## src/rtl/gf_mul_32_arbiter_pkg.sv

```systemverilog
// Shared types and constants for the gf_mul_32 round-robin arbiter.
package gf_mul_32_arbiter_pkg;

  localparam int unsigned GF_WIDTH = 32;

  typedef enum logic [1:0] {
    ST_IDLE  = 2'd0,
    ST_ISSUE = 2'd1,
    ST_WAIT  = 2'd2
  } arb_state_e;

endpackage

```

## src/rtl/gf_mul_32_arbiter_rr_priority_sel.sv

```systemverilog
// Round-robin priority selector: first pending index after ptr_i (wrapping) wins.
module rr_priority_sel #(
  parameter int N_REQ = 4,
  parameter int PW    = $clog2(N_REQ)
) (
  input  logic [N_REQ-1:0] pending_i,
  input  logic [PW-1:0]    ptr_i,
  output logic [PW-1:0]    grant_o,
  output logic             valid_o
);

  logic [PW-1:0] idx_s;

  // Walk N_REQ positions starting just after the pointer; lock onto the first pending one.
  always_comb begin
    grant_o = '0;
    valid_o = 1'b0;
    idx_s   = ptr_i;
    for (int i = 0; i < N_REQ; i++) begin
      if (idx_s == PW'(N_REQ - 1)) begin
        idx_s = '0;
      end else begin
        idx_s = idx_s + PW'(1);
      end
      if (!valid_o && pending_i[idx_s]) begin
        valid_o = 1'b1;
        grant_o = idx_s;
      end else begin
        valid_o = valid_o;
      end
    end
  end

endmodule

```

## src/rtl/gf_mul_32_arbiter.sv

```systemverilog
// Shares a single gf_mul_32 between N_REQ requesters with round-robin grants,
// queuing one operand pair per requester and returning the product with a done pulse.
module gf_mul_32_arbiter
  import gf_mul_32_arbiter_pkg::*;
#(
  parameter int N_REQ = 4,
  parameter int WIDTH = GF_WIDTH
) (
  input  logic                   i_clk,
  input  logic                   i_rst,
  input  logic [N_REQ-1:0]       i_start_req,
  input  logic [N_REQ*WIDTH-1:0] i_x_req,
  input  logic [N_REQ*WIDTH-1:0] i_y_req,
  output logic [N_REQ-1:0]       o_done_req,
  output logic [WIDTH-1:0]       o_o_req,
  output logic [N_REQ-1:0]       o_busy_req,
  output logic                   o_start_mul,
  output logic [WIDTH-1:0]       o_x_mul,
  output logic [WIDTH-1:0]       o_y_mul,
  input  logic [WIDTH-1:0]       i_o_mul,
  input  logic                   i_done_mul
);

  localparam int PW = $clog2(N_REQ);

  arb_state_e       state_q, state_d;
  logic [N_REQ-1:0] pend_q, pend_d;
  logic [WIDTH-1:0] x_slot_q [N_REQ];
  logic [WIDTH-1:0] x_slot_d [N_REQ];
  logic [WIDTH-1:0] y_slot_q [N_REQ];
  logic [WIDTH-1:0] y_slot_d [N_REQ];
  logic [PW-1:0]    grant_q, grant_d;
  logic [PW-1:0]    ptr_q, ptr_d;
  logic             start_q, start_d;
  logic [WIDTH-1:0] x_mul_q, x_mul_d;
  logic [WIDTH-1:0] y_mul_q, y_mul_d;
  logic [WIDTH-1:0] prod_q, prod_d;
  logic [N_REQ-1:0] done_q, done_d;

  logic [PW-1:0]    sel_grant_s;
  logic             sel_valid_s;

  rr_priority_sel #(
    .N_REQ (N_REQ),
    .PW    (PW)
  ) u_sel (
    .pending_i (pend_q),
    .ptr_i     (ptr_q),
    .grant_o   (sel_grant_s),
    .valid_o   (sel_valid_s)
  );

  // Next-state: request capture, arbitration FSM and completion hand-back.
  always_comb begin
    state_d  = state_q;
    pend_d   = pend_q;
    x_slot_d = x_slot_q;
    y_slot_d = y_slot_q;
    grant_d  = grant_q;
    ptr_d    = ptr_q;
    start_d  = 1'b0;
    x_mul_d  = x_mul_q;
    y_mul_d  = y_mul_q;
    prod_d   = prod_q;
    done_d   = '0;

    // A start from a busy requester is dropped; its slot must not be disturbed.
    for (int k = 0; k < N_REQ; k++) begin
      if (i_start_req[k] && !pend_q[k]) begin
        pend_d[k]   = 1'b1;
        x_slot_d[k] = i_x_req[k*WIDTH +: WIDTH];
        y_slot_d[k] = i_y_req[k*WIDTH +: WIDTH];
      end else begin
        pend_d[k] = pend_d[k];
      end
    end

    case (state_q)
      ST_IDLE: begin
        if (sel_valid_s) begin
          grant_d = sel_grant_s;
          ptr_d   = sel_grant_s;
          x_mul_d = x_slot_q[sel_grant_s];
          y_mul_d = y_slot_q[sel_grant_s];
          start_d = 1'b1;
          state_d = ST_ISSUE;
        end else begin
          state_d = ST_IDLE;
        end
      end
      ST_ISSUE: begin
        state_d = ST_WAIT;
      end
      ST_WAIT: begin
        if (i_done_mul) begin
          prod_d          = i_o_mul;
          done_d[grant_q] = 1'b1;
          pend_d[grant_q] = 1'b0;
          state_d         = ST_IDLE;
        end else begin
          state_d = ST_WAIT;
        end
      end
      default: begin
        state_d = ST_IDLE;
      end
    endcase
  end

  // State and output registers; the pointer resets to the last index so requester 0 goes first.
  always_ff @(posedge i_clk or posedge i_rst) begin
    if (i_rst) begin
      state_q <= ST_IDLE;
      pend_q  <= '0;
      for (int k = 0; k < N_REQ; k++) begin
        x_slot_q[k] <= '0;
        y_slot_q[k] <= '0;
      end
      grant_q <= '0;
      ptr_q   <= PW'(N_REQ - 1);
      start_q <= 1'b0;
      x_mul_q <= '0;
      y_mul_q <= '0;
      prod_q  <= '0;
      done_q  <= '0;
    end else begin
      state_q  <= state_d;
      pend_q   <= pend_d;
      x_slot_q <= x_slot_d;
      y_slot_q <= y_slot_d;
      grant_q  <= grant_d;
      ptr_q    <= ptr_d;
      start_q  <= start_d;
      x_mul_q  <= x_mul_d;
      y_mul_q  <= y_mul_d;
      prod_q   <= prod_d;
      done_q   <= done_d;
    end
  end

  assign o_done_req  = done_q;
  assign o_o_req     = prod_q;
  assign o_busy_req  = pend_q;
  assign o_start_mul = start_q;
  assign o_x_mul     = x_mul_q;
  assign o_y_mul     = y_mul_q;

endmodule

```

## config.mk

```make
export PLATFORM = sky130hd
export DESIGN_NAME = gf_mul_32_arbiter
export DESIGN_NICKNAME = d
export VERILOG_FILES = /design/src/rtl/gf_mul_32_arbiter_pkg.sv /design/src/rtl/gf_mul_32_arbiter_rr_priority_sel.sv /design/src/rtl/gf_mul_32_arbiter.sv
export SDC_FILE = /design/constraint.sdc
export NUM_CORES = 1
export LEC_CHECK = 0
export ABC_AREA = 1
export CORE_UTILIZATION = 50
export DETAILED_ROUTE_END_ITERATION = 6
export PLACE_DENSITY = 0.87
export REMOVE_ABC_BUFFERS = 1
export SYNTH_ARGS = -nofsm -noshare
export SYNTH_HDL_FRONTEND = slang
export SYNTH_HIERARCHICAL = 1
export SYNTH_SLANG_ARGS = --single-unit
```

## constraint.sdc

```tcl
create_clock -name i_clk -period 14.57 [get_ports i_clk]
set_input_delay 1.457 -clock i_clk [delete_from_list [all_inputs] [get_ports i_clk]]
set_output_delay 1.457 -clock i_clk [all_outputs]
set_load 0.02 [all_outputs]
```

# Word-level counts from Yosys, hierarchy flattened
# Cells that the tools add are included.
[totals] output_inout_bits=105 ram_bits=0 register_bits=367 latch_bits=0 word_cells=96 mem_bits_ro=0 mem_count=0 in_bits=295
[classes] n_eq_ne=6 multipliers=0 div=0 shifts=0 reduce_logical=18 bitwise_logic=3 n_addsub=4 magnitude_cmp=7 mux=41
[op_table] op="binary-select mux 32 bit (select 2 bit)" n=2
[op_table] op="2-to-1 mux 32 bit" n=4
[op_table] op="2-to-1 mux 2 bit" n=9
[op_table] op="2-to-1 mux 1 bit" n=16
[op_table] op="2-to-1 mux 4 bit" n=4
[op_table] op="< comparator 2 x 3 -> 1 bit (second input constant)" n=5
[op_table] op="equality test 2 bit (second input constant)" n=5
[op_table] op="adder 2 x 1 -> 2 bit (second input constant)" n=4
[op_table] op="binary-select mux 1 bit (select 2 bit)" n=4
[op_table] op="logical AND 1 bit" n=8
[op_table] op="logical NOT 1 bit" n=7
[op_table] op="case mux 2 bit (3 select lines)" n=1
[op_table] op="bitwise AND 4 bit" n=1
[op_table] op="inverter 4 bit" n=1
[op_table] op="AND reduction 2 bit" n=2
[op_table] op="greater-or-equal comparator 3 bit (second input constant)" n=1
[op_table] op="inverter 2 -> 3 bit" n=1
[op_table] op="demux 1 bit (select 2 bit)" n=1
[op_table] op="equality test 2 x 1 -> 1 bit (second input constant)" n=1
[op_table] op="greater-or-equal comparator 2 x 1 -> 1 bit (second input constant)" n=1
[op_table] op="logical NOT 2 bit" n=1

# Longest topological paths before layout
[depth] word_depth=18 depth_mapped=20 ltp_nobuf=17

# Hierarchy
# Netlist, hierarchy kept.
[modules_own_cells] mod="gf_mul_32_arbiter" cells_each=2031 area_per_inst_um2=16134.2 seq_area_each_um2=9186.3 n_inst=1
[modules_own_cells] mod="rr_priority_sel" cells_each=72 area_per_inst_um2=352.8 seq_area_each_um2=0.0 n_inst=1

# Worst setup path after synthesis
# No wires, ideal clock.
[synth_path] kind="flip-flop to flip-flop" startpoint="register ptr_q[0]" endpoint="register x_mul_q[0], in the netlist o_x_mul[0]" slack_ps=12266 stages_incl_launch_ff=18 required_ps=14453 setup_time_ps=117 period_less_slack_ps=2304 arrival_ps=2186 path_buffers=2 cell_sequence="dfstp_2 -> ha_1 -> inv_1 -> nand2_1 -> nand2_1 -> nand2_1 -> nand2_2 -> nand2_2 -> nor2_4 -> nand3_1 -> nand2_1 -> buf_2 -> buf_4 -> nand2_1 -> nand3_1 -> nand2_1 -> nand2_1 -> nand2_1"
[synth_between] elab_chain_len=18 elab_cells_between_ends=39 classes_between="add/sub: 4; eq/ne: 4; mux: 23; bitwise: 1; reduce/logical: 7"
[synth_rtl] item="from (decl)" line="gf_mul_32_arbiter.sv:33" text="logic [PW-1:0] ptr_q, ptr_d;"
[synth_rtl] item="from (signal assigned)" line="gf_mul_32_arbiter.sv:120" text="ptr_q <= PW'(N_REQ - 1);"
[synth_rtl] item="from (signal assigned)" line="gf_mul_32_arbiter.sv:132" text="ptr_q <= ptr_d;"
[synth_rtl] item="adder 2 x 1 -> 2 bit / equality test 2 bit (equally long branches)" line="gf_mul_32_arbiter_rr_priority_sel.sv:23, gf_mul_32_arbiter_rr_priority_sel.sv:20"
[synth_rtl] item="2-to-1 mux 2 bit *" line="gf_mul_32_arbiter_rr_priority_sel.sv:20" text="if (idx_s == PW'(N_REQ - 1)) begin"
[synth_rtl] item="branches (longest 11 deep; another with adder 2 x 1 -> 2 bit)"
[synth_rtl] item="2-to-1 mux 2 bit *" line="gf_mul_32_arbiter_rr_priority_sel.sv:25" text="if (!valid_o && pending_i[idx_s]) begin"
[synth_rtl] item="net sel_grant_s[0]" line="gf_mul_32_arbiter.sv:40" text="logic [PW-1:0] sel_grant_s;"
[synth_rtl] item="inverter 2 -> 3 bit (not written as such) *" line="gf_mul_32_arbiter.sv:83" text="x_mul_d = x_slot_q[sel_grant_s];"
[synth_rtl] item="binary-select mux 32 bit (select 2 bit) *" line="gf_mul_32_arbiter.sv:83"
[synth_rtl] item="2-to-1 mux 32 bit (not written as such) * (2 in a row)" line="gf_mul_32_arbiter.sv:83"
[synth_rtl] item="to (signal assigned)" line="gf_mul_32_arbiter.sv:134" text="x_mul_q <= x_mul_d;"
[synth_rtl] item="to (decl)" line="gf_mul_32_arbiter.sv:35" text="logic [WIDTH-1:0] x_mul_q, x_mul_d;"
# Mark *: on every way through the listed nets, which the timed path passes. The select of a mux whose other input is x is not followed.
# A chain may end at the register's enable or synchronous reset.

# Final worst setup path
[layout_path] startpoint="register ptr_q[0]" endpoint="register x_mul_q[16], in the netlist o_x_mul[16]"
# Same word-level chain as after synthesis.

==> summary.md <==
| Metric | Value |
|---|---|
| Post-route minimum period | 4.381 ns |
| IO Count | 400 |
| Setup CP Type | register to register |
| GRT Total Usage | 29.41% |
| WP data required | between 10 and 15 ns |
| Grt ovf | 0 |
| Via count | 15420 |
| Number of clock sinks | 367 |
| P_int | 0.003017 W |
| Root buffer cell | clkbuf_16 |
| Detailed placement HPWL | 31470 µm |
| Antenna violations before repair | 1 |
| Final layout net count | ~2700 |
| Family with the most delay on the worst path | simple AND/OR/NAND/NOR gates |
| Final Cycle Share | 30.07% |
| Cell row count | 66 |
| H-tree depth | 2 |
| Routed WL | 49530 µm |
| CORE AREA | 32450 µm² |
| Sequential Area | a little over 9000 µm² |
| Worst path max stage delay | 0.74 ns |
| Combinational Power Share | 51.5% |
| Synth Area in Compound Gates | 8.909% |
| Sw Ratio | 44.89% |
| Multi-input gate area | 5572 µm² |
| Placed Area | 20580 µm² |
| Initial Utilization | 50.80% |
| Post-Syn Instances | 2103 |
| Synth Area in XOR/XNOR | 0% |
| Hold buffer count at CTS | 0 |
| Setup TNS | 0 ns |
| Mux cell area share after synthesis | 0% |
| Switching power | between 0.002 and 0.0025 W |
| DRT Pass-1 Iters | 6 |
| Worst-path clk slew | ~0.060 ns |
| Placed cells | 2837 |
| Post-Synth Adder-Cell Area | 0.07589% |
| Initial drt markers | 1478 |
| Ratio of cells with drive above 1 in the final layout | 3.943% |
| Pwr Density | 251.2 nW/µm² |
| Die area | 33700 µm² |
| Post-DR wirelength/cell | between 15 and 20 µm |
| Critical path buffers and inverters | 2 |
| Setup violations, final | 0 |
| Ordered list of cells on the worst path | ha_1 -> nor2_2 -> nand2_1 -> nand3_1 -> nand2_1 -> nand3_1 -> nor2_1 -> nor2_1 -> nand2_4 -> inv_4 -> buf_4 -> nand2_1 -> nand3_1 -> nand2_1 -> nand2_1 -> nand2_1 |
| HP Class | register to register |
| Largest family of logic cells by synthesized area | simple AND/OR/NAND/NOR gates |
| Startpoint Class | register |
| Final hold viol count | 0 |
| Syn avg cell area | 7.840 µm² |
| Max Fclk | 0.2283 GHz |
| Slew @ Worst Pin | between 1 and 1.5 ns |
| DRC Markers | 0 |
| Chip width | 183.6 µm |
| Routed Antenna Nets | 0 |
| Leakage | around 11 nW |
| Mapped Area | 16490 µm² |
| Status | completed |
| Pins Over Slew Limit | 0 |
| Final Skew | 0.01248 ns |
| Critical path capture point type | register |
| R2R setup slack | 10.19 ns |
| Clock Latency Late Sink | 0.51 ns |
| GPL Wtd Cong | roughly 0.85 |
| Port bufs | between 300 and 400 |
| Post-synthesis sequential area ratio | 55.72% |
| First-pass GRT wire length | 78230 µm |
| RSZ-0062 raised after global routing | no |
| Vias in the first global route | 15660 |
| Area Overhead vs Synth | 32.20% |
| Critical Path Fanout Max | 70 |
| Crit path DAT | 4.78 ns |
| Post-synthesis register bit count | 367 |
| Max-Cap Viols | 0 |
| Vias per Instance | 5.311 |
| Synth Area in Simple Gates | between 20 and 25% |
| Part of the power in registers | 31.1% |
| Ys Warns | 6 |
| Crit-path most repeated cell | nand2_1 |
| Clock power share | 17.4% |
| Post-CTS setup buffers | 0 |
| Cts repair resizes | 0 |
| Worst slew margin | 20.69% |
| Die Span Y | 183.6 µm |
| Final std cells w/o fill | 2903 |
| Largest net degree at the start of global routing | around 120 |
| CTS tree | built |
| Number of distinct library cells after synthesis | 23 |
| Critical path's slowest cell | buf_4 |
| Design Area, Final | 21800 µm² |
| CTS max path bufs | 3 |
| Worst VDD drop | 0.1912 mV |
| FILL cells | 2438 |
| CTS Buf Count | 38 |
==> cell usage in the layout, fill, tap and decap left out <==
cell / synthesis / layout
nor2_2: 1 / 1
inv_8: 0 / 1
nand2_4: 1 / 6
diode_2: 0 / 1
inv_4: 0 / 1
clkbuf_1: 17 / 9
dfrtp_1: 365 / 365
a21oi_1: 256 / 256
ha_1: 1 / 1
clkinvlp_4: 0 / 1
o21a_1: 1 / 1
bufinv_16: 0 / 1
nand2_2: 9 / 9
clkinv_2: 0 / 3
dfstp_2: 2 / 2
o21ai_0: 36 / 36
nor2_1: 268 / 268
nand2_1: 586 / 581
inv_1: 305 / 304
nand3_4: 0 / 2
nand4_1: 1 / 1
inv_2: 5 / 4
clkbuf_16: 0 / 39
nor3_1: 4 / 4
nand3_2: 2 / 1
buf_4: 11 / 13
clkdlybuf4s50_1: 0 / 399
nor2_4: 1 / 1
clkbuf_8: 0 / 10
inv_6: 0 / 2
nand3_1: 139 / 138
==> area by class of cell <==
type | instances | share of cell area, %
Multi-Input combinational cell | 1306 | 25.56
Tap cell | 442 | 2.537
Clock buffer | 58 | 5.264
Sequential cell | 367 | 42.15
Antenna cell | 1 | 0.01148
Inverter | 310 | 5.385
Timing Repair Buffer | 412 | 18.77
Clock inverter | 7 | 0.3215
==> registers in the layout, indices dropped and copies added, names as in the netlist <==
| name | flops |
|---|---|
| o_y_mul | 32 |
| x_slot_q | 128 |
| grant_q | 2 |
| o_busy_req | 4 |
| o_x_mul | 32 |
| state_q | 2 |
| o_start_mul | 1 |
| o_o_req | 32 |
| o_done_req | 4 |
| y_slot_q | 128 |
| ptr_q | 2 |
==> worst paths after layout <==
check	start	endpoint	cells past startpoint
worst max-delay path	ptr_q[0]	o_x_mul[16]	16
max in group asynchronous	i_rst	x_slot_q[38]	4
worst min-delay path	grant_q[0]	o_done_req[2]	1
min in group asynchronous	i_rst	x_slot_q[112]	2
worst min register to register	grant_q[0]	o_done_req[2]	1
worst max register to register	ptr_q[0]	o_x_mul[16]	16
==> layer usage <==
layer / global-route usage (%) / up-vias / part of all wire [%]
li1: - / 7045 / -
met1: 35.79 / 7310 / 37
met2: 49.92 / 897 / 49
met3: 5.765 / 166 / 9.2
met4: 14.67 / 0 / 4.7
met5: 0 / - / 0
==> power by group through the flow <==
| stage | registers (W) | logic (W) | clock network, W |
|---|---|---|---|
| 6_report | 0.00170 | 0.00282 | 0.000955 |
| 3_3_place_gp | 0.00169 | 0.00265 | 0 |
| 2_1_floorplan | 0.00183 | 0.00165 | 0 |
| 4_1_cts | 0.00170 | 0.00279 | 0.000966 |
| 5_1_grt | 0.00174 | 0.00313 | 0.00100 |
| 3_5_place_dp | 0.00171 | 0.00276 | 0 |
==> stage by stage <==
stage	total power [W]	hold slack, ns	util (%)	worst slack (ns)
finish	0.005475	0.4729	67.16	10.19
global route	0.005868	0.5003	67.16	9.832
CTS	0.005458	0.4742	67.15	10.28
detailed placement	0.004469	0.4645	63.40	9.847
global placement	0.004343	0.4597	63.40	9.890
floorplan	0.003477	0.4445	-	2.928
==> cells in the mapped netlist <==
cell | number | area [µm²]
a21oi_1 | 256 | 1281
buf_1 | 2 | 7.510
buf_2 | 87 | 435.4
buf_4 | 11 | 82.58
buf_6 | 3 | 33.78
clkbuf_1 | 17 | 63.81
dfrtp_1 | 365 | 9134
dfstp_2 | 2 | 52.55
ha_1 | 1 | 12.51
inv_1 | 305 | 1145
inv_2 | 5 | 18.77
nand2_1 | 586 | 2200
nand2_2 | 9 | 56.30
nand2_4 | 1 | 11.26
nand3_1 | 139 | 695.7
nand3_2 | 2 | 20.02
nand4_1 | 1 | 6.260
nor2_1 | 268 | 1006
nor2_2 | 1 | 6.260
nor2_4 | 1 | 11.26
nor3_1 | 4 | 20.02
o21a_1 | 1 | 7.510
o21ai_0 | 36 | 180.2
==> logic make-up (layout without fill, tap and decap cells) <==
group	count (synthesis)	after routing
and+or+nand+nor	1012	1012
buffers and inverters	430	787
DFF	367	367
AOI/OAI and AO/OA	293	293
adders and majority gates	1	1
other	0	1
Note: power is estimated with default switching activity, not from simulation.
